File: src/rtl/uart_arb_pkg.sv
// Shared types and sizing helpers for the UART TX arbiter.
package uart_arb_pkg;

    typedef enum logic [2:0] {
        IDLE,
        ACCEPT,
        START,
        WAIT_BUSY,
        WAIT_DONE,
        GAP
    } arb_state_e;

    localparam int N_DEFAULT = 4;
    localparam int ID_W      = $clog2(N_DEFAULT);

    // Width of a counter that must hold values 0..max_count.
    function automatic int cnt_width(input int max_count);
        return (max_count < 2) ? 1 : $clog2(max_count + 1);
    endfunction

endpackage

File: src/rtl/uart_tx_arbiter_rr_pick.sv
// Rotating-priority picker: first asserted request at or after ptr, wrapping at N-1.
module rr_pick
    import uart_arb_pkg::*;
#(
    parameter int N  = N_DEFAULT,
    parameter int IW = ID_W
) (
    input  logic [N-1:0]  req,
    input  logic [IW-1:0] ptr,
    output logic          any,
    output logic [IW-1:0] idx
);

    int            c;
    logic [IW-1:0] cidx;

    // Scan from the farthest offset down so the nearest match is written last.
    always_comb begin
        any  = |req;
        idx  = '0;
        c    = 0;
        cidx = '0;
        for (int off = N - 1; off >= 0; off--) begin
            c = int'(ptr) + off;
            if (c >= N) c = c - N;
            cidx = IW'(c);
            if (req[cidx]) idx = cidx;
        end
    end

endmodule

File: src/rtl/uart_tx_arbiter.sv
// Round-robin arbiter sharing one UART byte transmitter among N requesters,
// with packet locking, start-timeout detection and an inter-frame gap.
//
// state     | meaning
// IDLE      | pick a requester (or wait for the locked one)
// ACCEPT    | req_ready to grantee; latch its byte if still valid
// START     | one-cycle tx_start pulse, arm the start timer
// WAIT_BUSY | wait for tx_busy to rise, abort on timer expiry
// WAIT_DONE | frame in progress, tx_data held
// GAP       | idle spacing before re-arbitration
module uart_tx_arbiter
    import uart_arb_pkg::*;
#(
    parameter int N             = 4,
    parameter int GAP_CYCLES    = 2,
    parameter int START_TIMEOUT = 16
) (
    input  logic                 clk,
    input  logic                 rst,
    input  logic [N-1:0]         req_valid,
    input  logic [8*N-1:0]       req_data,
    input  logic [N-1:0]         req_last,
    output logic [N-1:0]         req_ready,
    output logic [7:0]           tx_data,
    output logic                 tx_start,
    input  logic                 tx_busy,
    output logic [$clog2(N)-1:0] grant_id,
    output logic                 active,
    output logic                 lock,
    output logic                 err_timeout,
    input  logic                 err_clr
);

    localparam int IDW = $clog2(N);
    localparam int TW  = cnt_width(START_TIMEOUT);
    localparam int GW  = cnt_width(GAP_CYCLES);

    arb_state_e     state_q, state_d;
    logic [IDW-1:0] grant_id_q, grant_id_d;
    logic [IDW-1:0] ptr_q, ptr_d;
    logic [7:0]     tx_data_q, tx_data_d;
    logic           last_q, last_d;
    logic           active_q, active_d;
    logic           lock_q, lock_d;
    logic           err_q, err_d;
    logic           tx_start_q, tx_start_d;
    logic [TW-1:0]  tmr_q, tmr_d;
    logic [GW-1:0]  gap_q, gap_d;

    logic           pick_any;
    logic [IDW-1:0] pick_idx;
    logic [7:0]     sel_byte;
    logic [IDW-1:0] next_ptr;
    logic           timeout_evt;
    logic           gap_exit;

    rr_pick #(
        .N  (N),
        .IW (IDW)
    ) u_pick (
        .req (req_valid),
        .ptr (ptr_q),
        .any (pick_any),
        .idx (pick_idx)
    );

    always_comb begin
        sel_byte = '0;
        for (int i = 0; i < N; i++) begin
            if (grant_id_q == IDW'(i)) sel_byte = req_data[8*i +: 8];
        end
    end

    assign next_ptr = (grant_id_q == IDW'(N - 1)) ? '0 : grant_id_q + IDW'(1);

    always_comb begin
        state_d     = state_q;
        grant_id_d  = grant_id_q;
        ptr_d       = ptr_q;
        tx_data_d   = tx_data_q;
        last_d      = last_q;
        active_d    = active_q;
        lock_d      = lock_q;
        tmr_d       = tmr_q;
        gap_d       = gap_q;
        tx_start_d  = 1'b0;
        timeout_evt = 1'b0;
        gap_exit    = 1'b0;

        case (state_q)
            IDLE: begin
                if (lock_q) begin
                    if (req_valid[grant_id_q]) state_d = ACCEPT;
                end else if (pick_any) begin
                    grant_id_d = pick_idx;
                    state_d    = ACCEPT;
                end
            end
            ACCEPT: begin
                if (req_valid[grant_id_q]) begin
                    tx_data_d  = sel_byte;
                    last_d     = req_last[grant_id_q];
                    active_d   = 1'b1;
                    tx_start_d = 1'b1;
                    state_d    = START;
                end else begin
                    state_d = IDLE;
                end
            end
            START: begin
                // Down-counter expires exactly START_TIMEOUT cycles after tx_start.
                tmr_d   = TW'(START_TIMEOUT - 1);
                state_d = WAIT_BUSY;
            end
            WAIT_BUSY: begin
                if (tx_busy) begin
                    state_d = WAIT_DONE;
                end else if (tmr_q <= TW'(1)) begin
                    timeout_evt = 1'b1;
                end else begin
                    tmr_d = tmr_q - TW'(1);
                end
            end
            WAIT_DONE: begin
                if (!tx_busy) begin
                    if (GAP_CYCLES == 0) begin
                        gap_exit = 1'b1;
                    end else begin
                        gap_d   = GW'(GAP_CYCLES);
                        state_d = GAP;
                    end
                end
            end
            GAP: begin
                if (gap_q <= GW'(1)) gap_exit = 1'b1;
                else                 gap_d = gap_q - GW'(1);
            end
            default: state_d = IDLE;
        endcase

        if (gap_exit) begin
            state_d  = IDLE;
            active_d = 1'b0;
            if (last_q) begin
                lock_d = 1'b0;
                ptr_d  = next_ptr;
            end else begin
                lock_d = 1'b1;
            end
        end

        // Abandoned byte: release the grantee and move on.
        if (timeout_evt) begin
            state_d  = IDLE;
            active_d = 1'b0;
            lock_d   = 1'b0;
            ptr_d    = next_ptr;
        end

        err_d = (err_q & ~err_clr) | timeout_evt;
    end

    always_ff @(posedge clk or negedge rst) begin
        if (!rst) begin
            state_q    <= IDLE;
            grant_id_q <= '0;
            ptr_q      <= '0;
            tx_data_q  <= '0;
            last_q     <= 1'b0;
            active_q   <= 1'b0;
            lock_q     <= 1'b0;
            err_q      <= 1'b0;
            tx_start_q <= 1'b0;
            tmr_q      <= '0;
            gap_q      <= '0;
        end else begin
            state_q    <= state_d;
            grant_id_q <= grant_id_d;
            ptr_q      <= ptr_d;
            tx_data_q  <= tx_data_d;
            last_q     <= last_d;
            active_q   <= active_d;
            lock_q     <= lock_d;
            err_q      <= err_d;
            tx_start_q <= tx_start_d;
            tmr_q      <= tmr_d;
            gap_q      <= gap_d;
        end
    end

    assign req_ready   = (state_q == ACCEPT) ? (N'(1) << grant_id_q) : '0;
    assign tx_data     = tx_data_q;
    assign tx_start    = tx_start_q;
    assign grant_id    = grant_id_q;
    assign active      = active_q;
    assign lock        = lock_q;
    assign err_timeout = err_q;

endmodule

File: config.mk
export PLATFORM = sky130hd
export DESIGN_NAME = uart_tx_arbiter
export DESIGN_NICKNAME = d
export VERILOG_FILES = /design/src/rtl/uart_arb_pkg.sv /design/src/rtl/uart_tx_arbiter_rr_pick.sv /design/src/rtl/uart_tx_arbiter.sv
export SDC_FILE = /design/constraint.sdc
export NUM_CORES = 1
export LEC_CHECK = 0
export BUFFER_PORTS_ARGS = -buffer_cell sky130_fd_sc_hd__buf_4
export CAP_MARGIN = 20
export CORE_MARGIN = 1.5
export CORE_UTILIZATION = 45
export CTS_CLUSTER_SIZE = 30
export DETAILED_ROUTE_END_ITERATION = 10
export MAX_ROUTING_LAYER = met4
export PLACE_DENSITY = 0.78
export SYNTH_ARGS = -nofsm -noshare
export SYNTH_HDL_FRONTEND = slang
export SYNTH_SLANG_ARGS = --single-unit
File: constraint.sdc
create_clock -name clk -period 1.7 [get_ports clk]
set_input_delay 0.51 -clock clk [delete_from_list [all_inputs] [get_ports clk]]
set_output_delay 0.51 -clock clk [all_outputs]
set_load 0.01 [all_outputs]
## Word-level counts from Yosys, hierarchy flattened

Index checks and enable logic that the tools add are counted.

- Register bits after elaboration: 27
- Output and inout bits: 18

- Add/subtract/negate cells: 10
- Magnitude comparators: 11
- Equal/unequal tests: 17
- Shifts and indexed selects: 1
- Mux-type cells: 58
- Bitwise logic cells: 4
- Reductions and logical operators: 16

Operator list:

| cell | number |
|---|---|
| $mux W8 | 4 |
| $mux W2 | 15 |
| $mux W3 | 7 |
| $mux W1 | 20 |
| $pmux W3 S6 | 1 |
| $lt A2 B3 Y1 const B | 5 |
| $bmux W1 S2 | 6 |
| $mux W5 | 2 |
| $ne A5 B5 Y1 const B | 2 |
| $pmux W5 S2 | 1 |
| $sub A2 B1 Y2 const B | 5 |
| $ge A3 B3 Y1 const B | 3 |
| $reduce_and A3 Y1 | 3 |
| $ne A2 B2 Y1 const B | 4 |
| $ne A4 B4 Y1 const B | 2 |
| $reduce_bool A2 Y1 | 4 |
| $add A2 B2 Y3 const B | 2 |
| $eq A3 B2 Y1 const B | 2 |
| $eq A3 B3 Y1 const B | 2 |
| $reduce_and A2 Y1 | 3 |
| $reduce_bool A3 Y1 | 2 |
| $le A5 B1 Y1 const B | 1 |
| $reduce_and A5 Y1 | 1 |
| $sub A5 B1 Y5 const B | 1 |
| 17 further kinds | 19 |

## Depth between registers and ports, before layout

Gate-level depths: netlist of the first run.

- Depth in word-level cells: 9
- Depth in mapped cells: 8

## Modules after synthesis

A second synthesis of the first run with hierarchy kept.

- Cell total of the unflattened synthesis: 189
- Area total of the unflattened synthesis: 1701.6 um^2

Modules (own cells, without submodules):

| module | times used | cells each | area each (um^2) | seq. area each (um^2) |
|---|---|---|---|---|
| uart_tx_arbiter | 1 | 176 | 1624.1 | 675.6 |
| rr_pick | 1 | 13 | 77.6 | 0.0 |

## Worst setup path after synthesis of the first run

Ideal clock, no wire load.

- Kind: reg2out
- From: register grant_id_q[0], in the netlist grant_id[0]
- To: output port req_ready[2]
- Arrival: 1.437 ns
- Required time: 1.190 ns
- Setup slack: -0.247 ns
- Stages on the path, launching flop included: 6
- Path through: dfrtp_1 -> inv_1 -> ha_1 -> clkbuf_1 -> clkbuf_1 -> and2_1

- Cells in the longest elaborated chain, start to end: 2

Ends and longest elaborated chain:

| what | line | text |
|---|---|---|
| from (decl) | uart_tx_arbiter.sv:39 | `logic [IDW-1:0] grant_id_q, grant_id_d;` |
| from (signal assigned) | uart_tx_arbiter.sv:178 | `grant_id_q <= grant_id_d;` |
| $shl A1 B2 Y4 | uart_tx_arbiter.sv:191 | `assign req_ready = (state_q == ACCEPT) ? (N'(1) << grant_id_q) : '0;` |
| $mux W4 | uart_tx_arbiter.sv:191 |  |
| to (decl) | uart_tx_arbiter.sv:23 | `output logic [N-1:0] req_ready,` |

No other way between the ends.

## Final worst setup path of the first run

- From: register state_q[2]
- To: output port req_ready[2]

- Cells in the longest elaborated chain, start to end: 2

Ends and longest elaborated chain:

| what | line | text |
|---|---|---|
| from (decl) | uart_tx_arbiter.sv:38 | `arb_state_e state_q, state_d;` |
| from (signal assigned) | uart_tx_arbiter.sv:177 | `state_q <= state_d;` |
| $eq A3 B1 Y1 | uart_tx_arbiter.sv:191 |  |
| $mux W4 | uart_tx_arbiter.sv:191 |  |

No other way between the ends.

==> results of run 1 <==
==> sequential cells by signal, summed over array words and instances (netlist names) <==
signal,count
active,1
err_timeout,1
gap_q,2
grant_id,2
last_q,1
lock,1
ptr_q,2
state_q,3
tmr_q,5
tx_data,8
tx_start,1
==> metal layers <==
layer,track usage,wire [µm],share of wire
met1,0.273,1990,0.46
met5,-,0,0
met2,0.345,2090,0.49
met3,0.0156,156,0.036
met4,0.0771,73,0.017
==> where the power goes <==
part	switching (µW)	internal, µW
clock network	216	165
registers	208	890
logic	1040	1160
total	1460	2220
==> cells by family (layout without fill, tap and decap cells) <==
group | Yosys count | after routing | share of synthesized area
buf+inv | 28 | 112 | 0.0730
simple gates | 51 | 51 | 0.164
mux | 6 | 6 | 0.0555
flops | 27 | 27 | 0.394
fa+ha+maj | 7 | 7 | 0.0511
compound gates | 65 | 65 | 0.262
==> worst max path at each step <==
stage                         to  slack (ns)
global placement        ptr_q[1]        0.04
detailed placement      ptr_q[0]      0.0006
global route        req_ready[1]       -0.19
finish              req_ready[2]       -0.11
floorplan               ptr_q[0]       -0.04
CTS                 req_ready[1]       -0.14
==> metrics by stage <==
step	hold slack, ns	TNS [ns]
after detailed placement	0.446	0
after floorplan	0.214	-0.0990
final	0.132	-0.575
after global placement	0.445	0
after CTS	0.134	-0.539
after global routing	0.143	-2.00
==> cells in the final DEF, fill, tap and decap left out, types with 2 or more instances in the layout <==
cell	n
sky130_fd_sc_hd__a221o_1	9
sky130_fd_sc_hd__mux2i_1	2
sky130_fd_sc_hd__nor2b_1	3
sky130_fd_sc_hd__nand2_1	13
sky130_fd_sc_hd__dfrtp_1	24
sky130_fd_sc_hd__a22oi_1	8
sky130_fd_sc_hd__nand3_1	4
sky130_fd_sc_hd__and2_4	3
sky130_fd_sc_hd__buf_4	85
sky130_fd_sc_hd__nand2b_1	4
sky130_fd_sc_hd__o21ai_0	15
sky130_fd_sc_hd__a31oi_1	2
sky130_fd_sc_hd__ha_1	6
sky130_fd_sc_hd__buf_6	4
sky130_fd_sc_hd__clkbuf_8	3
sky130_fd_sc_hd__o21ai_1	2
sky130_fd_sc_hd__inv_1	19
sky130_fd_sc_hd__mux2_4	2
sky130_fd_sc_hd__mux4_2	2
sky130_fd_sc_hd__a21oi_1	18
sky130_fd_sc_hd__nand2b_4	2
sky130_fd_sc_hd__and3_1	2
sky130_fd_sc_hd__nor3_1	3
sky130_fd_sc_hd__nor2_1	9
sky130_fd_sc_hd__dfrtp_2	3
==> final cells by class <==
cell class	count	area, µm²	area share
Sequential cell	27	679	0.274
Timing Repair Buffer	89	683	0.275
Clock inverter	1	5.00	0.00202
Clock buffer	3	41.3	0.0166
Tap cell	48	60.1	0.0242
Multi-Input combinational cell	129	941	0.379
Inverter	19	71.3	0.0287
==> worst register-to-register path, stage by stage (launching register included) <==
cell	delay, ns
sky130_fd_sc_hd__dfrtp_1	0.39
sky130_fd_sc_hd__inv_1	0.06
sky130_fd_sc_hd__ha_2	0.17
sky130_fd_sc_hd__nand2b_4	0.12
sky130_fd_sc_hd__or3b_4	0.40
sky130_fd_sc_hd__o21ai_4	0.18
sky130_fd_sc_hd__mux2_4	0.32
==> timing repair <==
action / CTS / global route
setup buffers: 6 / 4
endpoints found under the setup margin: 7 / 18
pin swaps: 3 / 0
resized for setup: 8 / 5
==> report_table.html, run 1 <==
<table>
<tr><th>Metric</th><th>Value</th></tr>
<tr><th colspan="2">Routing</th></tr>
<tr><td>Final antenna-violating net count</td><td>0</td></tr>
<tr><td>Number of iterations in the first detailed-routing pass</td><td>4</td></tr>
<tr><td>Routed len/inst</td><td>13.6 µm</td></tr>
<tr><td>Detailed router's first-iteration violation count</td><td>slightly below 80</td></tr>
<tr><td>Total wire length after detailed routing</td><td>4310 µm</td></tr>
<tr><td>Vias after detailed routing</td><td>1701</td></tr>
<tr><td>Remaining routing DRC violations</td><td>0</td></tr>
<tr><td>Via density</td><td>5.38</td></tr>
<tr><th colspan="2">STA</th></tr>
<tr><td>Largest clock skew in the final design</td><td>0.00278 ns</td></tr>
<tr><td>Upper clock frequency limit</td><td>about 550 MHz</td></tr>
<tr><td>Final worst path period share</td><td>1.06</td></tr>
<tr><td>Final hold vios</td><td>0</td></tr>
<tr><td>Slew at the pin with the worst max-slew slack</td><td>0.540 ns</td></tr>
<tr><td>Max Transition Viols Final</td><td>0</td></tr>
<tr><td>Final critical-path setup slack</td><td>-0.110 ns</td></tr>
<tr><td>Final number of setup-violating endpoints</td><td>12</td></tr>
<tr><td>Headroom to the max-slew limit</td><td>0.630</td></tr>
<tr><td>Final period demand of the worst path</td><td>roughly 1.8 ns</td></tr>
<tr><td>Unrepaired setup endpoints after global routing</td><td>yes</td></tr>
<tr><th colspan="2">Critical path</th></tr>
<tr><td>Count of cells along the worst register-to-register path</td><td>6</td></tr>
<tr><td>Kind of start point of the critical path</td><td>register</td></tr>
<tr><td>Worst setup path startpoint</td><td>state_q[2]</td></tr>
<tr><td>Largest driver fanout on the critical path</td><td>8</td></tr>
<tr><td>Largest delay contributor family on the critical path</td><td>flip-flops</td></tr>
<tr><td>Number of stages on the worst setup path</td><td>4</td></tr>
<tr><td>Crit path DAT</td><td>1.30 ns</td></tr>
<tr><td>Reg2reg end</td><td>ptr_q[0]</td></tr>
<tr><td>Delay of the slowest cell on the worst path</td><td>around 0.47 ns</td></tr>
<tr><td>Startpoint-to-endpoint class of the critical path</td><td>register to output port</td></tr>
<tr><td>CP Cell Sequence</td><td>nor3b_2, buf_4, and2_4, buf_6</td></tr>
<tr><td>R2r startpoint</td><td>gap_q[1]</td></tr>
<tr><td>Crit. End Element</td><td>output port</td></tr>
<tr><td>Critical Path Slowest Stage Cell</td><td>sky130_fd_sc_hd__dfrtp_2</td></tr>
<tr><td>WP data required</td><td>1.19 ns</td></tr>
<tr><td>Setup slack of the most critical reg-to-reg path</td><td>-0.04 ns</td></tr>
<tr><td>Sum of buffers and inverters on the critical path</td><td>2</td></tr>
<tr><th colspan="2">GRT</th></tr>
<tr><td>Grt total ovfl</td><td>0</td></tr>
<tr><td>Aggregate global-route resource usage</td><td>0.209</td></tr>
<tr><td>Global-route wire length before repair</td><td>6710 µm</td></tr>
<tr><td>Antenna violations before repair</td><td>0</td></tr>
<tr><td>Maximum number of pins on one net before global-route repair</td><td>28</td></tr>
<tr><td>Number of global-route vias before repair</td><td>1517</td></tr>
<tr><th colspan="2">Power</th></tr>
<tr><td>VDD IR max</td><td>757 µV</td></tr>
<tr><td>Power per cell area</td><td>1480 nW/µm²</td></tr>
<tr><td>Power consumption</td><td>3680 µW</td></tr>
<tr><td>Pleak</td><td>about 0.0012 µW</td></tr>
<tr><th colspan="2">Yosys</th></tr>
<tr><td>EDFF count, synth</td><td>0</td></tr>
<tr><td>Fraction of the yosys area taken by sequential cells</td><td>0.394</td></tr>
<tr><td>Warnings from Yosys</td><td>0</td></tr>
<tr><td>Syn_nets</td><td>235</td></tr>
<tr><td>Gate count after technology mapping</td><td>184</td></tr>
<tr><td>Synth Flop Type</td><td>sky130_fd_sc_hd__dfrtp_1</td></tr>
<tr><td>FFs w/ async S/R, synth</td><td>1.00</td></tr>
<tr><td>Area share of the leading cell type in the synthesized netlist</td><td>0.394</td></tr>
<tr><td>Leading cell types by total area after synthesis</td><td>sky130_fd_sc_hd__dfrtp_1 (39%), sky130_fd_sc_hd__a21oi_1 (5.3%), sky130_fd_sc_hd__a221o_1 (5.3%), sky130_fd_sc_hd__ha_1 (5.1%), sky130_fd_sc_hd__o21ai_0 (4.4%)</td></tr>
<tr><td>Cell type with the highest aggregate area in the netlist</td><td>sky130_fd_sc_hd__dfrtp_1</td></tr>
<tr><td>Most common library cells after synthesis</td><td>sky130_fd_sc_hd__dfrtp_1 (27), sky130_fd_sc_hd__inv_1 (19), sky130_fd_sc_hd__a21oi_1 (18)</td></tr>
<tr><td>Average footprint of a synthesized cell</td><td>9.31 µm²</td></tr>
<tr><td>Number of distinct library cells after synthesis</td><td>42</td></tr>
<tr><td>FF+latch count, synth</td><td>27</td></tr>
<tr><td>Most common cell in the netlist</td><td>sky130_fd_sc_hd__dfrtp_1</td></tr>
<tr><td>Synthesized area</td><td>1710 µm²</td></tr>
<tr><th colspan="2">Floorplanning</th></tr>
<tr><td>Die width</td><td>64.7 µm</td></tr>
<tr><td>Starting density of the core</td><td>0.468</td></tr>
<tr><td>Die area</td><td>~4200 µm²</td></tr>
<tr><td>Core footprint</td><td>around 3700 µm²</td></tr>
<tr><td>Boundary pin count</td><td>62</td></tr>
<tr><td>Standard-cell row count</td><td>22</td></tr>
<tr><td>Height of the chip</td><td>64.7 µm</td></tr>
<tr><th colspan="2">Finish</th></tr>
<tr><td>Share of final-layout standard cells stronger than drive strength 1</td><td>0.425</td></tr>
<tr><td>Filler cells</td><td>between 200 and 300</td></tr>
<tr><td>Number of nets at the end of the flow</td><td>320</td></tr>
<tr><td>Final standard cell utilization of the core</td><td>0.678</td></tr>
<tr><td>Final Instance Count excl. Fillers</td><td>316</td></tr>
<tr><td>Layout Area Growth over Synthesis</td><td>44.9%</td></tr>
<tr><td>Total non-filler cell area in the finished layout</td><td>~2500 µm²</td></tr>
<tr><td>Total inserted antenna cells</td><td>0</td></tr>
<tr><th colspan="2">Placed design</th></tr>
<tr><td>Detailed placement HPWL</td><td>3260 µm</td></tr>
<tr><td>Number of port buffers</td><td>between 60 and 70</td></tr>
<tr><td>Instance area after placement</td><td>2310 µm²</td></tr>
<tr><td>Number of cells in the design after placement</td><td>302</td></tr>
<tr><td>Worst Setup Slack post-DPL</td><td>0.000591 ns</td></tr>
<tr><td>Final weighted congestion in routability-driven placement</td><td>0.889</td></tr>
<tr><th colspan="2">Job</th></tr>
<tr><td>Max-capacitance violation count</td><td>0</td></tr>
<tr><th colspan="2">Clock network</th></tr>
<tr><td>Number of levels the H-tree was split into</td><td>1</td></tr>
<tr><td>Clock sink total</td><td>27</td></tr>
<tr><td>Clock transition at path regs</td><td>0.10 ns</td></tr>
<tr><td>TritonCTS buffer count</td><td>3</td></tr>
<tr><td>Hold-fix buffers, CTS</td><td>0</td></tr>
<tr><td>Clock latency of the later-clocked register in the worst-skew pair</td><td>0.28 ns</td></tr>
<tr><td>TritonCTS clock tree</td><td>yes</td></tr>
<tr><td>Clk root buf</td><td>sky130_fd_sc_hd__clkbuf_8</td></tr>
<tr><td>Maximum number of buffers from clock root to sink</td><td>2</td></tr>
<tr><th colspan="2">Outcome</th></tr>
<tr><td>Violated checks</td><td>setup timing</td></tr>
<tr><td>Status</td><td>finished, violations left</td></tr>
<tr><th colspan="2">Hold path</th></tr>
<tr><td>Kind of path behind the tightest hold check</td><td>input pin to async pin</td></tr>
</table>
Power figures use the tool's default switching activity.
==> inputs of run 2 (changes only) <==
--- a/config.mk
+++ b/config.mk
@@ -5,6 +5,7 @@
 export SDC_FILE = /design/constraint.sdc
 export NUM_CORES = 1
 export LEC_CHECK = 0
+export ABC_AREA = 1
 export BUFFER_PORTS_ARGS = -buffer_cell sky130_fd_sc_hd__buf_4
 export CAP_MARGIN = 20
 export CORE_MARGIN = 1.5
@@ -12,7 +13,7 @@
 export CTS_CLUSTER_SIZE = 30
 export DETAILED_ROUTE_END_ITERATION = 10
 export MAX_ROUTING_LAYER = met4
-export PLACE_DENSITY = 0.78
+export PLACE_DENSITY = 0.77
 export SYNTH_ARGS = -nofsm -noshare
 export SYNTH_HDL_FRONTEND = slang
 export SYNTH_SLANG_ARGS = --single-unit
==> report_table.html, run 2 <==
<table>
<tr><th>Metric</th><th>Value</th></tr>
<tr><th colspan="2">Floorplanning</th></tr>
<tr><td>Core footprint</td><td>4000 µm² (+9.3%)</td></tr>
<tr><td>Starting density of the core</td><td>0.468 (about the same)</td></tr>
<tr><td>Die width</td><td>67.5 µm (+4.3%)</td></tr>
<tr><td>Die area</td><td>4560 µm² (+8.8%)</td></tr>
<tr><td>Height of the chip</td><td>67.5 µm (+4.3%)</td></tr>
<tr><td>Boundary pin count</td><td>62 (unchanged)</td></tr>
<tr><td>Standard-cell row count</td><td>23 (+4.5%)</td></tr>
<tr><th colspan="2">Clock network</th></tr>
<tr><td>Number of levels the H-tree was split into</td><td>1 (unchanged)</td></tr>
<tr><td>Hold-fix buffers, CTS</td><td>0 (unchanged)</td></tr>
<tr><td>Clock sink total</td><td>27 (unchanged)</td></tr>
<tr><td>TritonCTS clock tree</td><td>yes</td></tr>
<tr><td>Clock latency of the later-clocked register in the worst-skew pair</td><td>0.27 ns (about the same)</td></tr>
<tr><td>Clk root buf</td><td>sky130_fd_sc_hd__clkbuf_8</td></tr>
<tr><td>TritonCTS buffer count</td><td>3 (unchanged)</td></tr>
<tr><td>Maximum number of buffers from clock root to sink</td><td>2 (unchanged)</td></tr>
<tr><td>Clock transition at path regs</td><td>0.09 ns (about the same)</td></tr>
<tr><th colspan="2">Critical path</th></tr>
<tr><td>Kind of start point of the critical path</td><td>register</td></tr>
<tr><td>Crit path DAT</td><td>1.28 ns (-0.02 ns)</td></tr>
<tr><td>Largest driver fanout on the critical path</td><td>4 (-4)</td></tr>
<tr><td>Setup slack of the most critical reg-to-reg path</td><td>0.10 ns (+0.14 ns)</td></tr>
<tr><td>Crit. End Element</td><td>output port</td></tr>
<tr><td>Startpoint-to-endpoint class of the critical path</td><td>register to output port</td></tr>
<tr><td>WP data required</td><td>1.19 ns (about the same)</td></tr>
<tr><th colspan="2">Finish</th></tr>
<tr><td>Total non-filler cell area in the finished layout</td><td>2660 µm² (+7.4%)</td></tr>
<tr><td>Final Instance Count excl. Fillers</td><td>378 (+20%)</td></tr>
<tr><td>Highest-count cells in the layout ignoring fill and taps</td><td>sky130_fd_sc_hd__buf_4 (79), sky130_fd_sc_hd__nand2_1 (65), sky130_fd_sc_hd__dfrtp_1 (25), sky130_fd_sc_hd__inv_1 (23), sky130_fd_sc_hd__nand3_1 (21)</td></tr>
<tr><td>Share of final-layout standard cells stronger than drive strength 1</td><td>0.375 (-0.0504)</td></tr>
<tr><td>Most common library cell in the layout ignoring fill and taps</td><td>sky130_fd_sc_hd__buf_4</td></tr>
<tr><td>Layout Area Growth over Synthesis</td><td>42.3%</td></tr>
<tr><td>Largest register FFs</td><td>8 (unchanged)</td></tr>
<tr><td>Total inserted antenna cells</td><td>0 (unchanged)</td></tr>
<tr><td>Filler cells</td><td>316 (+6.0%)</td></tr>
<tr><td>Number of nets at the end of the flow</td><td>380 (+19%)</td></tr>
<tr><th colspan="2">STA</th></tr>
<tr><td>Unrepaired setup endpoints after global routing</td><td>yes</td></tr>
<tr><td>Max Transition Viols Final</td><td>0 (unchanged)</td></tr>
<tr><td>Final critical-path setup slack</td><td>-0.0853 ns (+0.0247 ns)</td></tr>
<tr><td>Largest clock skew in the final design</td><td>0.00241 ns (-0.000372 ns)</td></tr>
<tr><td>Slew at the pin with the worst max-slew slack</td><td>0.354 ns (-0.186 ns)</td></tr>
<tr><td>Upper clock frequency limit</td><td>560 MHz (+1.4%)</td></tr>
<tr><td>Final worst path period share</td><td>1.05 (-0.0145)</td></tr>
<tr><td>Final number of setup-violating endpoints</td><td>4 (-8)</td></tr>
<tr><td>Headroom to the max-slew limit</td><td>0.764 (+0.133)</td></tr>
<tr><td>Final hold vios</td><td>0 (unchanged)</td></tr>
<tr><td>Final period demand of the worst path</td><td>1.79 ns (-0.0247 ns)</td></tr>
<tr><th colspan="2">Placed design</th></tr>
<tr><td>Number of cells in the design after placement</td><td>360 (+19%)</td></tr>
<tr><td>Detailed placement HPWL</td><td>3650 µm (+12%)</td></tr>
<tr><td>Number of port buffers</td><td>61 (unchanged)</td></tr>
<tr><td>Worst Setup Slack post-DPL</td><td>0.126 ns (+0.126 ns)</td></tr>
<tr><td>Instance area after placement</td><td>2410 µm² (+4.1%)</td></tr>
<tr><td>Final weighted congestion in routability-driven placement</td><td>0.872 (-1.9%)</td></tr>
<tr><th colspan="2">GRT</th></tr>
<tr><td>Antenna violations before repair</td><td>0 (unchanged)</td></tr>
<tr><td>Global-route wire length before repair</td><td>7930 µm (+18%)</td></tr>
<tr><td>Aggregate global-route resource usage</td><td>0.235 (+0.0253)</td></tr>
<tr><td>Maximum number of pins on one net before global-route repair</td><td>28 (unchanged)</td></tr>
<tr><td>Met3 global-route usage</td><td>0.0283 (+0.0127)</td></tr>
<tr><td>Grt total ovfl</td><td>0 (unchanged)</td></tr>
<tr><td>Met1 GRT Util</td><td>0.271 (-0.00232)</td></tr>
<tr><td>Number of global-route vias before repair</td><td>1832 (+21%)</td></tr>
<tr><td>Global routing's busiest layer</td><td>met2</td></tr>
<tr><td>Routing usage on met2</td><td>0.430 (+0.0851)</td></tr>
<tr><th colspan="2">Routing</th></tr>
<tr><td>Via density</td><td>5.18 (-3.7%)</td></tr>
<tr><td>Vias after detailed routing</td><td>1959 (+15%)</td></tr>
<tr><td>Total wire length after detailed routing</td><td>5100 µm (+18%)</td></tr>
<tr><td>Routed len/inst</td><td>13.5 µm (-1.1%)</td></tr>
<tr><td>Remaining routing DRC violations</td><td>0 (unchanged)</td></tr>
<tr><td>Detailed router's first-iteration violation count</td><td>64 (-19%)</td></tr>
<tr><td>Final antenna-violating net count</td><td>0 (unchanged)</td></tr>
<tr><td>Number of iterations in the first detailed-routing pass</td><td>4 (unchanged)</td></tr>
<tr><th colspan="2">Yosys</th></tr>
<tr><td>Fraction of the yosys area taken by sequential cells</td><td>0.361 (-0.0335)</td></tr>
<tr><td>Most common library cells after synthesis</td><td>sky130_fd_sc_hd__nand2_1 (65), sky130_fd_sc_hd__dfrtp_1 (27), sky130_fd_sc_hd__inv_1 (27)</td></tr>
<tr><td>Average footprint of a synthesized cell</td><td>7.61 µm² (-18%)</td></tr>
<tr><td>Number of distinct library cells after synthesis</td><td>32 (-24%)</td></tr>
<tr><td>FFs w/ async S/R, synth</td><td>1.00 (unchanged)</td></tr>
<tr><td>EDFF count, synth</td><td>0 (unchanged)</td></tr>
<tr><td>Cell type with the highest aggregate area in the netlist</td><td>sky130_fd_sc_hd__dfrtp_1</td></tr>
<tr><td>Synthesized area</td><td>1870 µm² (+9.3%)</td></tr>
<tr><td>Most common cell in the netlist</td><td>sky130_fd_sc_hd__nand2_1</td></tr>
<tr><td>Synth Flop Type</td><td>sky130_fd_sc_hd__dfrtp_1</td></tr>
<tr><td>Area share of the leading cell type in the synthesized netlist</td><td>0.361 (-0.0335)</td></tr>
<tr><td>Leading cell types by total area after synthesis</td><td>sky130_fd_sc_hd__dfrtp_1 (36%), sky130_fd_sc_hd__nand2_1 (13%), sky130_fd_sc_hd__a2bb2oi_2 (5.6%), sky130_fd_sc_hd__nand3_1 (5.6%), sky130_fd_sc_hd__inv_1 (5.4%)</td></tr>
<tr><td>FF+latch count, synth</td><td>27 (unchanged)</td></tr>
<tr><td>Gate count after technology mapping</td><td>246 (+34%)</td></tr>
<tr><td>Warnings from Yosys</td><td>0 (unchanged)</td></tr>
<tr><td>Syn_nets</td><td>297 (+26%)</td></tr>
<tr><th colspan="2">Power</th></tr>
<tr><td>Pleak</td><td>0.00137 µW (+11%)</td></tr>
<tr><td>Power per cell area</td><td>1590 nW/µm² (+7.0%)</td></tr>
<tr><td>VDD IR max</td><td>666 µV (-12%)</td></tr>
<tr><th colspan="2">Hold path</th></tr>
<tr><td>Kind of path behind the tightest hold check</td><td>input pin to async pin</td></tr>
<tr><th colspan="2">Outcome</th></tr>
<tr><td>Violated checks</td><td>setup timing</td></tr>
<tr><td>Status</td><td>finished, violations left</td></tr>
<tr><th colspan="2">Job</th></tr>
<tr><td>Max-capacitance violation count</td><td>0 (unchanged)</td></tr>
</table>
-- run 2: critical path, cell delays in order (launching register included) --
cell                      delay, ns
sky130_fd_sc_hd__dfrtp_2       0.47
sky130_fd_sc_hd__buf_6         0.14
sky130_fd_sc_hd__ha_4          0.16
sky130_fd_sc_hd__inv_4         0.07
sky130_fd_sc_hd__nor2_4        0.04
sky130_fd_sc_hd__buf_6         0.11
-- run 2: path summary, 6_finish.rpt --
check                       startpoint      endpoint  depth (start not counted)
max                        grant_id[1]  req_ready[2]                          5
min                                rst    tx_data[6]                          1
max reg2reg                grant_id[0]        active                          7
min reg2reg                   gap_q[0]      gap_q[0]                          1
max in group asynchronous          rst   grant_id[0]                          1
min in group clk               err_clr   err_timeout                          2
-- run 2: repair_timing --
| item | in CTS | in global routing |
|---|---|---|
| cloned | 0 | 0 |
| pin swaps | 7 | 2 |
| endpoints found under the setup margin | 4 | 13 |
| gates resized for setup | 19 | 5 |
| buffers inserted | 11 | 3 |
-- run 2: power breakdown --
| part | internal [µW] | switching (µW) | total [µW] |
|---|---|---|---|
| combinational | 1270 | 1420 | 2690 |
| clock | 167 | 209 | 375 |
| sequential | 914 | 246 | 1160 |
-- run 2: cell type report --
type | instances | area [µm²] | share of cell area
Sequential cell | 27 | 678 | 0.255
Clock inverter | 1 | 7.51 | 0.00282
Inverter | 33 | 135 | 0.0507
Tap cell | 50 | 62.6 | 0.0235
Multi-Input combinational cell | 182 | 1100 | 0.414
Timing Repair Buffer | 82 | 636 | 0.239
Clock buffer | 3 | 41.3 | 0.0155
-- run 2: cells by family (layout without fill, tap and decap cells) --
| logic type | count (synthesis) | count (layout) | synth area share |
|---|---|---|---|
| adders and majority gates | 7 | 7 | 0.0468 |
| DFF | 27 | 27 | 0.361 |
| and+or+nand+nor | 116 | 116 | 0.279 |
| AOI/OAI and AO/OA | 58 | 58 | 0.218 |
| buffers and inverters | 37 | 119 | 0.0896 |
| muxes | 1 | 1 | 0.00535 |
-- run 2: through the flow --
step / TNS (ns) / hold WS (ns) / util / total power [µW]
after floorplan: 0 / 0.214 / - / 2720
after global placement: 0 / 0.450 / 0.602 / 3380
after detailed placement: 0 / 0.448 / 0.602 / 3440
after CTS: -0.147 / 0.144 / 0.657 / 4120
after global routing: -0.427 / 0.153 / 0.666 / 4580
final: -0.210 / 0.133 / 0.666 / 4230
-- run 2: metal layers --
| metal | up-vias | part of all wire |
|---|---|---|
| met5 | - | 0 |
| met4 | 0 | 0.010 |
| met3 | 6 | 0.060 |
| met2 | 63 | 0.49 |
| met1 | 905 | 0.43 |
| li1 | 985 | - |
==> inputs of run 3 (changes only) <==
--- a/config.mk
+++ b/config.mk
@@ -13,7 +13,7 @@
 export CTS_CLUSTER_SIZE = 30
 export DETAILED_ROUTE_END_ITERATION = 10
 export MAX_ROUTING_LAYER = met4
-export PLACE_DENSITY = 0.77
+export PLACE_DENSITY = 0.82
 export SYNTH_ARGS = -nofsm -noshare
 export SYNTH_HDL_FRONTEND = slang
 export SYNTH_SLANG_ARGS = --single-unit
==> constraint.sdc (replaced) <==
create_clock -name clk -period 1.7 [get_ports clk]
set_input_delay 0 -clock clk [delete_from_list [all_inputs] [get_ports clk]]
set_output_delay 0 -clock clk [all_outputs]
set_load 0.01 [all_outputs]
==> report_table.html, run 3 (same netlist as run 2, synthesis figures left out) <==
<table>
<tr><th>Metric</th><th>Value</th></tr>
<tr><th colspan="2">Power</th></tr>
<tr><td>Comb power frac</td><td>0.601 (-0.036)</td></tr>
<tr><td>VDD IR max</td><td>584 µV (-12%)</td></tr>
<tr><td>Portion of total power attributed to sequential cells</td><td>0.301 (+0.026)</td></tr>
<tr><td>Fraction of power consumed by the clock network</td><td>0.098 (+0.009)</td></tr>
<tr><td>Switching pwr</td><td>1730 µW (-7.8%)</td></tr>
<tr><td>Internal cell power</td><td>2100 µW (-11%)</td></tr>
<tr><td>Switching part of the total</td><td>0.452 (+0.00845)</td></tr>
<tr><td>Pleak</td><td>0.00130 µW (-5.4%)</td></tr>
<tr><td>Power per cell area</td><td>1550 nW/µm² (-2.2%)</td></tr>
<tr><th colspan="2">Placed design</th></tr>
<tr><td>Detailed placement HPWL</td><td>3660 µm (+0.25%)</td></tr>
<tr><td>Instance area after placement</td><td>2390 µm² (-0.83%)</td></tr>
<tr><td>Final weighted congestion in routability-driven placement</td><td>0.853 (-2.2%)</td></tr>
<tr><td>Number of port buffers</td><td>61 (unchanged)</td></tr>
<tr><td>Number of cells in the design after placement</td><td>358 (-0.56%)</td></tr>
<tr><th colspan="2">Finish</th></tr>
<tr><td>Number of nets at the end of the flow</td><td>366 (-3.7%)</td></tr>
<tr><td>Highest-count cells in the layout ignoring fill and taps</td><td>sky130_fd_sc_hd__buf_4 (66), sky130_fd_sc_hd__nand2_1 (65), sky130_fd_sc_hd__inv_1 (27), sky130_fd_sc_hd__dfrtp_1 (27), sky130_fd_sc_hd__nand3_1 (21)</td></tr>
<tr><td>Largest register FFs</td><td>8 (unchanged)</td></tr>
<tr><td>Total non-filler cell area in the finished layout</td><td>2470 µm² (-7.4%)</td></tr>
<tr><td>Final standard cell utilization of the core</td><td>0.617 (-0.0494)</td></tr>
<tr><td>Layout Area Growth over Synthesis</td><td>31.8%</td></tr>
<tr><td>Final Instance Count excl. Fillers</td><td>364 (-3.7%)</td></tr>
<tr><td>Sequential cell area</td><td>676 µm² (-0.37%)</td></tr>
<tr><td>Area of the multi-input gates</td><td>1030 µm² (-6.3%)</td></tr>
<tr><td>Total inserted antenna cells</td><td>0 (unchanged)</td></tr>
<tr><td>Most common library cell in the layout ignoring fill and taps</td><td>sky130_fd_sc_hd__buf_4</td></tr>
<tr><td>Filler cells</td><td>346 (+9.5%)</td></tr>
<tr><td>Share of final-layout standard cells stronger than drive strength 1</td><td>0.296 (-0.0788)</td></tr>
<tr><th colspan="2">Routing</th></tr>
<tr><td>Routed len/inst</td><td>13.0 µm (-3.4%)</td></tr>
<tr><td>Met3 layer wire length in the routed design</td><td>327 µm (+6.5%)</td></tr>
<tr><td>Remaining routing DRC violations</td><td>0 (unchanged)</td></tr>
<tr><td>Top layer used by detailed routing</td><td>met4</td></tr>
<tr><td>Via density</td><td>5.09 (-1.9%)</td></tr>
<tr><td>Wire length on met1</td><td>2140 µm (-3.5%)</td></tr>
<tr><td>Detailed-routed wire length on met2</td><td>2240 µm (-11%)</td></tr>
<tr><td>Detailed router's first-iteration violation count</td><td>90 (+41%)</td></tr>
<tr><td>Total wire length after detailed routing</td><td>4740 µm (-6.9%)</td></tr>
<tr><td>Final antenna-violating net count</td><td>0 (unchanged)</td></tr>
<tr><td>Number of iterations in the first detailed-routing pass</td><td>4 (unchanged)</td></tr>
<tr><td>Vias after detailed routing</td><td>1851 (-5.5%)</td></tr>
<tr><th colspan="2">Clock network</th></tr>
<tr><td>TritonCTS buffer count</td><td>3 (unchanged)</td></tr>
<tr><td>Clock sink total</td><td>27 (unchanged)</td></tr>
<tr><td>Maximum number of buffers from clock root to sink</td><td>2 (unchanged)</td></tr>
<tr><td>Clk root buf</td><td>sky130_fd_sc_hd__clkbuf_8</td></tr>
<tr><td>Clock latency of the later-clocked register in the worst-skew pair</td><td>0.27 ns (about the same)</td></tr>
<tr><td>Number of buffers added for setup after CTS</td><td>0 (-11)</td></tr>
<tr><td>Number of levels the H-tree was split into</td><td>1 (unchanged)</td></tr>
<tr><td>TritonCTS clock tree</td><td>yes</td></tr>
<tr><td>Clock transition at path regs</td><td>0.10 ns (about the same)</td></tr>
<tr><th colspan="2">Floorplanning</th></tr>
<tr><td>Standard-cell row count</td><td>23 (unchanged)</td></tr>
<tr><td>Core footprint</td><td>4000 µm² (unchanged)</td></tr>
<tr><td>Boundary pin count</td><td>62 (unchanged)</td></tr>
<tr><td>Die area</td><td>4560 µm² (unchanged)</td></tr>
<tr><td>Starting density of the core</td><td>0.468 (unchanged)</td></tr>
<tr><td>Die width</td><td>67.5 µm (unchanged)</td></tr>
<tr><td>Height of the chip</td><td>67.5 µm (unchanged)</td></tr>
<tr><th colspan="2">STA</th></tr>
<tr><td>Final number of setup-violating endpoints</td><td>0 (-4)</td></tr>
<tr><td>Largest clock skew in the final design</td><td>0.00164 ns (-0.000772 ns)</td></tr>
<tr><td>Final period demand of the worst path</td><td>1.59 ns (-0.193 ns)</td></tr>
<tr><td>Max Transition Viols Final</td><td>0 (unchanged)</td></tr>
<tr><td>Unrepaired setup endpoints after global routing</td><td>no</td></tr>
<tr><td>Final hold vios</td><td>0 (unchanged)</td></tr>
<tr><td>Sum of negative setup slack</td><td>0 ns (+0.210 ns)</td></tr>
<tr><td>Slew at the pin with the worst max-slew slack</td><td>0.360 ns (+0.00591 ns)</td></tr>
<tr><td>Final worst path period share</td><td>0.937 (-0.114)</td></tr>
<tr><td>Upper clock frequency limit</td><td>628 MHz (+12%)</td></tr>
<tr><td>Headroom to the max-slew limit</td><td>0.760 (-0.00391)</td></tr>
<tr><th colspan="2">GRT</th></tr>
<tr><td>Aggregate global-route resource usage</td><td>0.228 (-0.00641)</td></tr>
<tr><td>Maximum number of pins on one net before global-route repair</td><td>28 (unchanged)</td></tr>
<tr><td>Grt total ovfl</td><td>0 (unchanged)</td></tr>
<tr><td>Number of global-route vias before repair</td><td>1739 (-5.1%)</td></tr>
<tr><td>Antenna violations before repair</td><td>0 (unchanged)</td></tr>
<tr><td>Global-route wire length before repair</td><td>7710 µm (-2.7%)</td></tr>
<tr><th colspan="2">Critical path</th></tr>
<tr><td>Most frequent cell on the critical path</td><td>sky130_fd_sc_hd__buf_4</td></tr>
<tr><td>Reg2reg end</td><td>tx_data[3]</td></tr>
<tr><td>Setup slack of the most critical reg-to-reg path</td><td>0.20 ns (+0.10 ns)</td></tr>
<tr><td>Largest delay contributor family on the critical path</td><td>buffers and inverters</td></tr>
<tr><td>Delay of the slowest cell on the worst path</td><td>0.36 ns (-0.11 ns)</td></tr>
<tr><td>Startpoint-to-endpoint class of the critical path</td><td>register to output port</td></tr>
<tr><td>R2r startpoint</td><td>grant_id[0]</td></tr>
<tr><td>Critical Path Slowest Stage Cell</td><td>sky130_fd_sc_hd__dfrtp_1</td></tr>
<tr><td>Crit path DAT</td><td>1.59 ns (+0.31 ns)</td></tr>
<tr><td>Sum of buffers and inverters on the critical path</td><td>3 (unchanged)</td></tr>
<tr><td>Crit. End Element</td><td>output port</td></tr>
<tr><td>Largest driver fanout on the critical path</td><td>10 (+6)</td></tr>
<tr><td>CP Cell Sequence</td><td>buf_4, ha_1, clkinvlp_4, nor2_1, buf_4</td></tr>
<tr><td>Kind of start point of the critical path</td><td>register</td></tr>
<tr><td>Count of cells along the worst register-to-register path</td><td>5 (-2)</td></tr>
<tr><td>WP data required</td><td>1.70 ns (+0.51 ns)</td></tr>
<tr><th colspan="2">Hold path</th></tr>
<tr><td>Hold wc startpoint</td><td>req_data[30]</td></tr>
<tr><td>Cells on Worst Hold Path</td><td>3</td></tr>
<tr><td>Kind of path behind the tightest hold check</td><td>input pin to register</td></tr>
<tr><td>Worst Hold Path EP</td><td>tx_data[6]</td></tr>
<tr><th colspan="2">Outcome</th></tr>
<tr><td>Status</td><td>finished clean</td></tr>
<tr><th colspan="2">Job</th></tr>
<tr><td>Max-capacitance violation count</td><td>0 (unchanged)</td></tr>
</table>
-- run 3: cell count changes in the layout (fill, tap and decap cells not counted), sizes merged --
cell,change
dlygate4sd3,+2
buf,-16
inv,-1
clkinvlp,+1
-- run 3: area by class of cell --
type | instances | area share
Tap cell | 50 | 0.0254
Sequential cell | 27 | 0.274
Inverter | 33 | 0.0528
Clock inverter | 1 | 0.00304
Clock buffer | 3 | 0.0167
Multi-Input combinational cell | 182 | 0.419
Timing Repair Buffer | 68 | 0.209
-- run 3: power groups by stage --
stage	Combinational [µW]	Clock, µW	Sequential, µW
2_1_floorplan	1520	0	1200
3_3_place_gp	2200	0	1140
3_5_place_dp	2270	0	1160
4_1_cts	2280	387	1150
5_1_grt	2580	417	1180
6_report	2300	375	1150
-- run 3: worst register-to-register path, stage by stage, from the launching register on --
cell and delay (ns):
sky130_fd_sc_hd__dfrtp_1 0.45, sky130_fd_sc_hd__inv_2 0.14, sky130_fd_sc_hd__ha_1 0.18, sky130_fd_sc_hd__clkinv_1 0.24
sky130_fd_sc_hd__o211ai_1 0.30, sky130_fd_sc_hd__a2bb2oi_2 0.09
-- run 3: routing by layer --
layer	up-vias	global-route usage
met5	-	-
met4	0	0.0459
met3	6	0.0350
met2	62	0.396
met1	827	0.282
li1	956	-
-- run 3: how the worst max path moves through the flow --
| stage | slack, ns | depth (start not counted) | startpoint | endpoint |
|---|---|---|---|---|
| after floorplan | 0.14 | 8 | grant_id[1] | tx_data[0] |
| after global placement | 0.25 | 8 | grant_id[0] | tx_data[3] |
| after detailed placement | 0.17 | 8 | grant_id[0] | tx_data[3] |
| after CTS | 0.09 | 5 | grant_id[1] | req_ready[3] |
| after global routing | 0.02 | 5 | grant_id[0] | req_ready[2] |
| final | 0.11 | 5 | grant_id[1] | req_ready[3] |
-- run 3: repair_timing --
action,CTS,global route
hold buffers,2,0
resized for setup,0,2
endpoints found under the setup margin,0,3
endpoints found under the hold margin,28,0
-- run 3: per-stage QoR --
step,power (µW),worst slack (ns),hold slack [ns]
after CTS,3810,0.0880,0.000916
after global placement,3350,0.251,-0.0613
final,3830,0.108,0.00817
after floorplan,2720,0.138,-0.296
after detailed placement,3420,0.169,-0.0582
after global routing,4180,0.0177,0.00506
